==> src/rtl/keypad_scanner.sv <==
// keypad_scanner: scans a 4x4 active-low matrix keypad one row at a time,
// debounces press and release, and shifts accepted key codes into a 4-digit buffer.
module keypad_scanner #(
  parameter int SCAN_DIV       = 100000,
  parameter int DEBOUNCE_SCANS = 4
) (
  input  logic       clk,
  input  logic       clr,
  output logic [3:0] row,
  input  logic [3:0] col,
  output logic [3:0] key,
  output logic       key_valid,
  output logic       key_held,
  output logic [3:0] dig1,
  output logic [3:0] dig2,
  output logic [3:0] dig3,
  output logic [3:0] dig4
);

  localparam int DIV_W = (SCAN_DIV > 1) ? $clog2(SCAN_DIV) : 1;
  localparam int CNT_W = $clog2(DEBOUNCE_SCANS + 1);
  localparam logic [DIV_W-1:0] DIV_LAST = DIV_W'(SCAN_DIV - 1);
  localparam logic [CNT_W-1:0] CNT_DONE = CNT_W'(DEBOUNCE_SCANS);
  localparam logic [CNT_W-1:0] CNT_ONE  = CNT_W'(1);

  typedef enum logic [1:0] {IDLE, DEBOUNCE, PRESSED, RELEASE} state_t;

  state_t           state_reg, state_next;
  logic [3:0]       col_meta_reg, col_sync_reg;
  logic [DIV_W-1:0] div_reg;
  logic [1:0]       r_reg, r_next;
  logic [3:0]       row_reg;
  logic [CNT_W-1:0] cnt_reg, cnt_next;
  logic [3:0]       cand_reg, cand_next;
  logic [3:0]       key_reg;
  logic             key_valid_reg;
  logic             key_held_reg, held_next;
  logic [15:0]      dig_reg;

  logic       tick;
  logic       press;
  logic [1:0] c_low;
  logic [3:0] code;
  logic       accept;

  assign tick  = (div_reg == DIV_LAST);
  assign press = (col_sync_reg != 4'b1111);
  assign code  = {r_reg, c_low};

  // Lowest-index active column wins when several are low.
  always_comb begin
    c_low = 2'd0;
    for (int i = 3; i >= 0; i--) begin
      if (!col_sync_reg[i]) c_low = 2'(i);
    end
  end

  always_comb begin
    state_next = state_reg;
    cnt_next   = cnt_reg;
    cand_next  = cand_reg;
    r_next     = r_reg;
    accept     = 1'b0;
    if (tick) begin
      case (state_reg)
        IDLE: begin
          if (press) begin
            cand_next = code;
            cnt_next  = CNT_ONE;
            if (DEBOUNCE_SCANS == 1) begin
              accept     = 1'b1;
              state_next = PRESSED;
            end else begin
              state_next = DEBOUNCE;
            end
          end else begin
            r_next = r_reg + 2'd1;
          end
        end
        DEBOUNCE: begin
          if (press && (code == cand_reg)) begin
            cnt_next = cnt_reg + CNT_ONE;
            if (cnt_next == CNT_DONE) begin
              accept     = 1'b1;
              state_next = PRESSED;
            end
          end else begin
            state_next = IDLE;
            r_next     = r_reg + 2'd1;
          end
        end
        PRESSED: begin
          if (!press) begin
            cnt_next = CNT_ONE;
            if (DEBOUNCE_SCANS == 1) begin
              state_next = IDLE;
              r_next     = r_reg + 2'd1;
            end else begin
              state_next = RELEASE;
            end
          end
        end
        RELEASE: begin
          if (!press) begin
            cnt_next = cnt_reg + CNT_ONE;
            if (cnt_next == CNT_DONE) begin
              state_next = IDLE;
              r_next     = r_reg + 2'd1;
            end
          end else begin
            // Any contact during release counts as the same key still held.
            state_next = PRESSED;
            cnt_next   = '0;
          end
        end
        default: state_next = IDLE;
      endcase
    end
  end

  assign held_next = (state_next == PRESSED) || (state_next == RELEASE);

  always_ff @(posedge clk or posedge clr) begin
    if (clr) begin
      col_meta_reg  <= 4'b1111;
      col_sync_reg  <= 4'b1111;
      div_reg       <= '0;
      r_reg         <= 2'd0;
      row_reg       <= 4'b1110;
      state_reg     <= IDLE;
      cnt_reg       <= '0;
      cand_reg      <= 4'd0;
      key_reg       <= 4'd0;
      key_valid_reg <= 1'b0;
      key_held_reg  <= 1'b0;
      dig_reg       <= 16'd0;
    end else begin
      col_meta_reg  <= col;
      col_sync_reg  <= col_meta_reg;
      div_reg       <= tick ? '0 : div_reg + DIV_W'(1);
      r_reg         <= r_next;
      row_reg       <= ~(4'b0001 << r_next);
      state_reg     <= state_next;
      cnt_reg       <= cnt_next;
      cand_reg      <= cand_next;
      key_valid_reg <= accept;
      key_held_reg  <= held_next;
      if (accept) begin
        key_reg <= cand_next;
        dig_reg <= {dig_reg[11:0], cand_next};
      end
    end
  end

  assign row       = row_reg;
  assign key       = key_reg;
  assign key_valid = key_valid_reg;
  assign key_held  = key_held_reg;
  assign dig1      = dig_reg[3:0];
  assign dig2      = dig_reg[7:4];
  assign dig3      = dig_reg[11:8];
  assign dig4      = dig_reg[15:12];

endmodule
==> config.mk <==
export PLATFORM = sky130hd
export DESIGN_NAME = keypad_scanner
export DESIGN_NICKNAME = d
export VERILOG_FILES = /design/src/rtl/keypad_scanner.sv
export SDC_FILE = /design/constraint.sdc
export NUM_CORES = 1
export LEC_CHECK = 0
export CAP_MARGIN = 0
export CORE_MARGIN = 10
export CORE_UTILIZATION = 40
export CTS_CLUSTER_SIZE = 28
export DETAILED_ROUTE_END_ITERATION = 10
export PLACE_DENSITY = 0.63
export SYNTH_ARGS = -nofsm -noshare
export SYNTH_HDL_FRONTEND = slang
export SYNTH_SLANG_ARGS = --single-unit
==> constraint.sdc <==
create_clock -name clk -period 2.3 [get_ports clk]
set_clock_uncertainty 0.1 [all_clocks]
set_input_delay 0.23 -clock clk [delete_from_list [all_inputs] [get_ports clk]]
set_output_delay 0.23 -clock clk [all_outputs]
set_load 0.005 [all_outputs]
==> flow_summary.ini <==
[synth]
syn_nets = 222
synth-compound-area-share_pct = 7.26
syn_inst = 213
avgSynthCellArea_um2 = 12.2
ys_warn_count = 0
synth_edf_count = 0
yosysTopAreaCell = dfrtp_1
synthAdderAreaFrac_pct = 1.44
ys_ff_latch = 58
synthTopCellsByArea = dfrtp_1 (45%), dfstp_2 (11%), mux2_2 (4.8%)
ys.flop_type = dfrtp_1
muxShareOfSynthArea_pct = 8.51
syn_area_mm2 = 0.00260
synth_top_family_by_area = simple AND/OR/NAND/NOR gates
netlist-cell-type-count = 47
synth_xor_area_share_pct = 6.78
synth_top_area_share_pct = 45.2
ys_seq_area_share_pct = 56.3
async_flop_share_pct = 100
yosys.area_share.simple_pct = 16.3

[sta]
min_period_ps = 2260
finalMaxSlewViolations = 0
grt_setup_unrepaired = true
period_share_pct = 98.4
worst_slew_margin_rel_pct = 70.7
worstMarginPinSlew_ps = 436
setup_viol = 0
max_freq_mhz = 442
tns_ps = 0
finalHoldViolations = 0

[worst_setup_path]
required_ps = 2420
reg2reg_depth = 6
start_kind = flip-flop
path_max_fanout = 5
cp.arrival_ps = 2380
crit_type = flip-flop to flip-flop
crit_path_end_kind = flip-flop

[die]
rows = 29
core_mm2 = 0.00635
die_y_um = 101
ios = 32
start_util_pct = 41.0
die-area_mm2 = 0.0101
die_w_um = 101

[job]
maxCapViolCount = 0

[pwr]
total_power_mw = 2.21
powerDensity_mw_per_mm2 = 637
ir_drop_mv = 0.508
p_leak_nw = 1.57

[grt]
grt.total_usage_pct = 10.4
antenna_found_initial = 0
grt_pass1_vias = 1837
grt_max_degree = 29
grt_pass1_wl_mm = 8.46
overflow = 0

[route]
dr.pass1.iters = 4
post-route-drc-count = 0
post_drt_wl_per_cell_um = 13.8
routed_wl_mm = 4.86
routed_via_density = 5.01
dr.first_iter.drc_count = 34
ant_nets = 0
vias = 1763

[finish]
drive_gt1_share_pct = 32.0
largest_reg_flops = 17
nNetsFinal = 279
fin_area_mm2 = 0.00346
n_antenna_cell = 0
fill_cells = 540
syn2layout_area_growth_pct = 33.1

[clocking]
cts_inserted_buffers = 9
cts_max_level = 3
insertion_delay_ps = 330
cts.clk_slew.worst_paths_ps = 70
clockBufferDepth = 2
cts_tree = built
root_buffer = clkbuf_8
cts_sinks = 58

[place]
numPortBuffers = 31
gp_congestion = 0.802
dpl_cell_area_mm2 = 0.00316
dpl.hpwl_mm = 3.55

[worst_hold_path]
hold_path_class = primary input to async pin

[run_status]
status = finished, final reports clean
-- synthesized netlist by cell type, types with 2 or more instances --
| cell type | number |
|---|---|
| mux2_2 | 11 |
| nand3_1 | 7 |
| nor3_1 | 3 |
| inv_1 | 5 |
| and4_1 | 2 |
| buf_4 | 5 |
| a21boi_0 | 2 |
| o2bb2ai_1 | 3 |
| mux2_1 | 6 |
| and2_1 | 4 |
| a21o_1 | 2 |
| o21ai_0 | 2 |
| nor2_1 | 17 |
| nand2_1 | 14 |
| a31oi_1 | 2 |
| xnor2_1 | 11 |
| dfrtp_1 | 47 |
| dfstp_2 | 11 |
| a22o_1 | 2 |
| nand4_1 | 5 |
| nand2b_1 | 4 |
| clkbuf_1 | 4 |
| and3_1 | 7 |
| o211ai_1 | 2 |
| ha_1 | 3 |
| a211oi_1 | 2 |
| mux2_4 | 2 |
| a21oi_1 | 4 |
| xor2_1 | 6 |
-- cell usage in the layout (no fill, tap or decap), types with 2 or more instances in the layout --
master	n
dfrtp_1	47
clkdlybuf4s50_1	31
buf_4	23
nor2_1	16
nand2_1	13
xnor2_1	11
dfstp_2	11
mux2_2	10
mux2_4	9
clkbuf_8	9
and3_1	7
nand3_1	7
xor2_1	6
nand4_1	5
inv_1	4
nand2b_1	4
and2_1	4
a21oi_1	4
nor3_1	3
o2bb2ai_1	3
bufinv_16	3
clkinvlp_4	3
and4_4	2
nand2_4	2
o21ai_0	2
nor3b_2	2
a22o_1	2
o211ai_1	2
a21boi_0	2
a31oi_1	2
a21o_1	2
ha_1	2
buf_12	2
-- layout make-up --
type / instances / area, um^2 / area share, %
timing repair buffer: 57 / 534 / 15.4
clock inverter: 7 / 118 / 3.39
sequential: 58 / 1470 / 42.3
multi-input combinational: 139 / 1110 / 32.0
clock buffer: 9 / 124 / 3.58
inverter: 5 / 18.8 / 0.542
tap: 77 / 96.3 / 2.78
-- routing by layer --
metal / global-route usage (%) / share of wire, % / vias to the layer above / wire length [um]
li1: - / - / 867 / -
met1: 12.6 / 47 / 862 / 2290
met2: 15.6 / 47 / 30 / 2280
met3: 4.80 / 4.7 / 4 / 228
met4: 4.35 / 1.3 / 0 / 64
met5: 0 / 0 / - / 0
-- repair_timing --
item	CTS	global route
endpoints found under the setup margin	3	22
hold buffers	0	0
endpoints found under the hold margin	0	0
buffers inserted	1	2
resized for setup	1	10
pin swaps	0	2
-- logic make-up (layout without fill, tap and decap cells) --
group,Yosys count,count (layout)
and+or+nand+nor,74,74
DFF,58,58
AOI/OAI and AO/OA,25,25
muxes,19,19
xor gates and xnor gates,18,18
buffers and inverters,16,78
adders and majority gates,3,3
-- where the power goes --
part / switching [mW] / internal, mW / total, mW
combinational: 0.0288 / 0.0194 / 0.0482
clock: 0.404 / 0.716 / 1.12
sequential: 0.00520 / 1.03 / 1.04
total: 0.438 / 1.77 / 2.21
-- critical path, stage by stage (launching register included) --
cell	delay (ps)
dfrtp_1	380
or4b_4	570
buf_6	140
or4_4	420
a211o_4	330
nor3b_2	160
a21oi_1	50
-- worst paths after layout --
path | startpoint | to | slack (ps)
setup / recovery | div_reg[14] | row[0] | 40
hold / removal | clr | dig_reg[5] | 70
setup reg to reg | div_reg[14] | row[0] | 40
hold reg to reg | col_meta_reg[0] | col_sync_reg[0] | 260
max in group asynchronous | clr | dig_reg[10] | 1500
min in group clk | col[1] | col_meta_reg[1] | 200
-- metrics by stage --
stage | worst slack, ps | instances | hold slack (ps) | util, %
final | 36.3 | 352 | 67.1 | 54.6
after detailed placement | 5.25 | 333 | 247 | 49.8
after global placement | 41.4 | 333 | 246 | 49.8
after floorplan | -44.8 | 213 | 134 | -
after CTS | 4.06 | 350 | 58.4 | 53.7
after global routing | -44.0 | 352 | 64.5 | 54.6
Power figures use the tool's default switching activity.
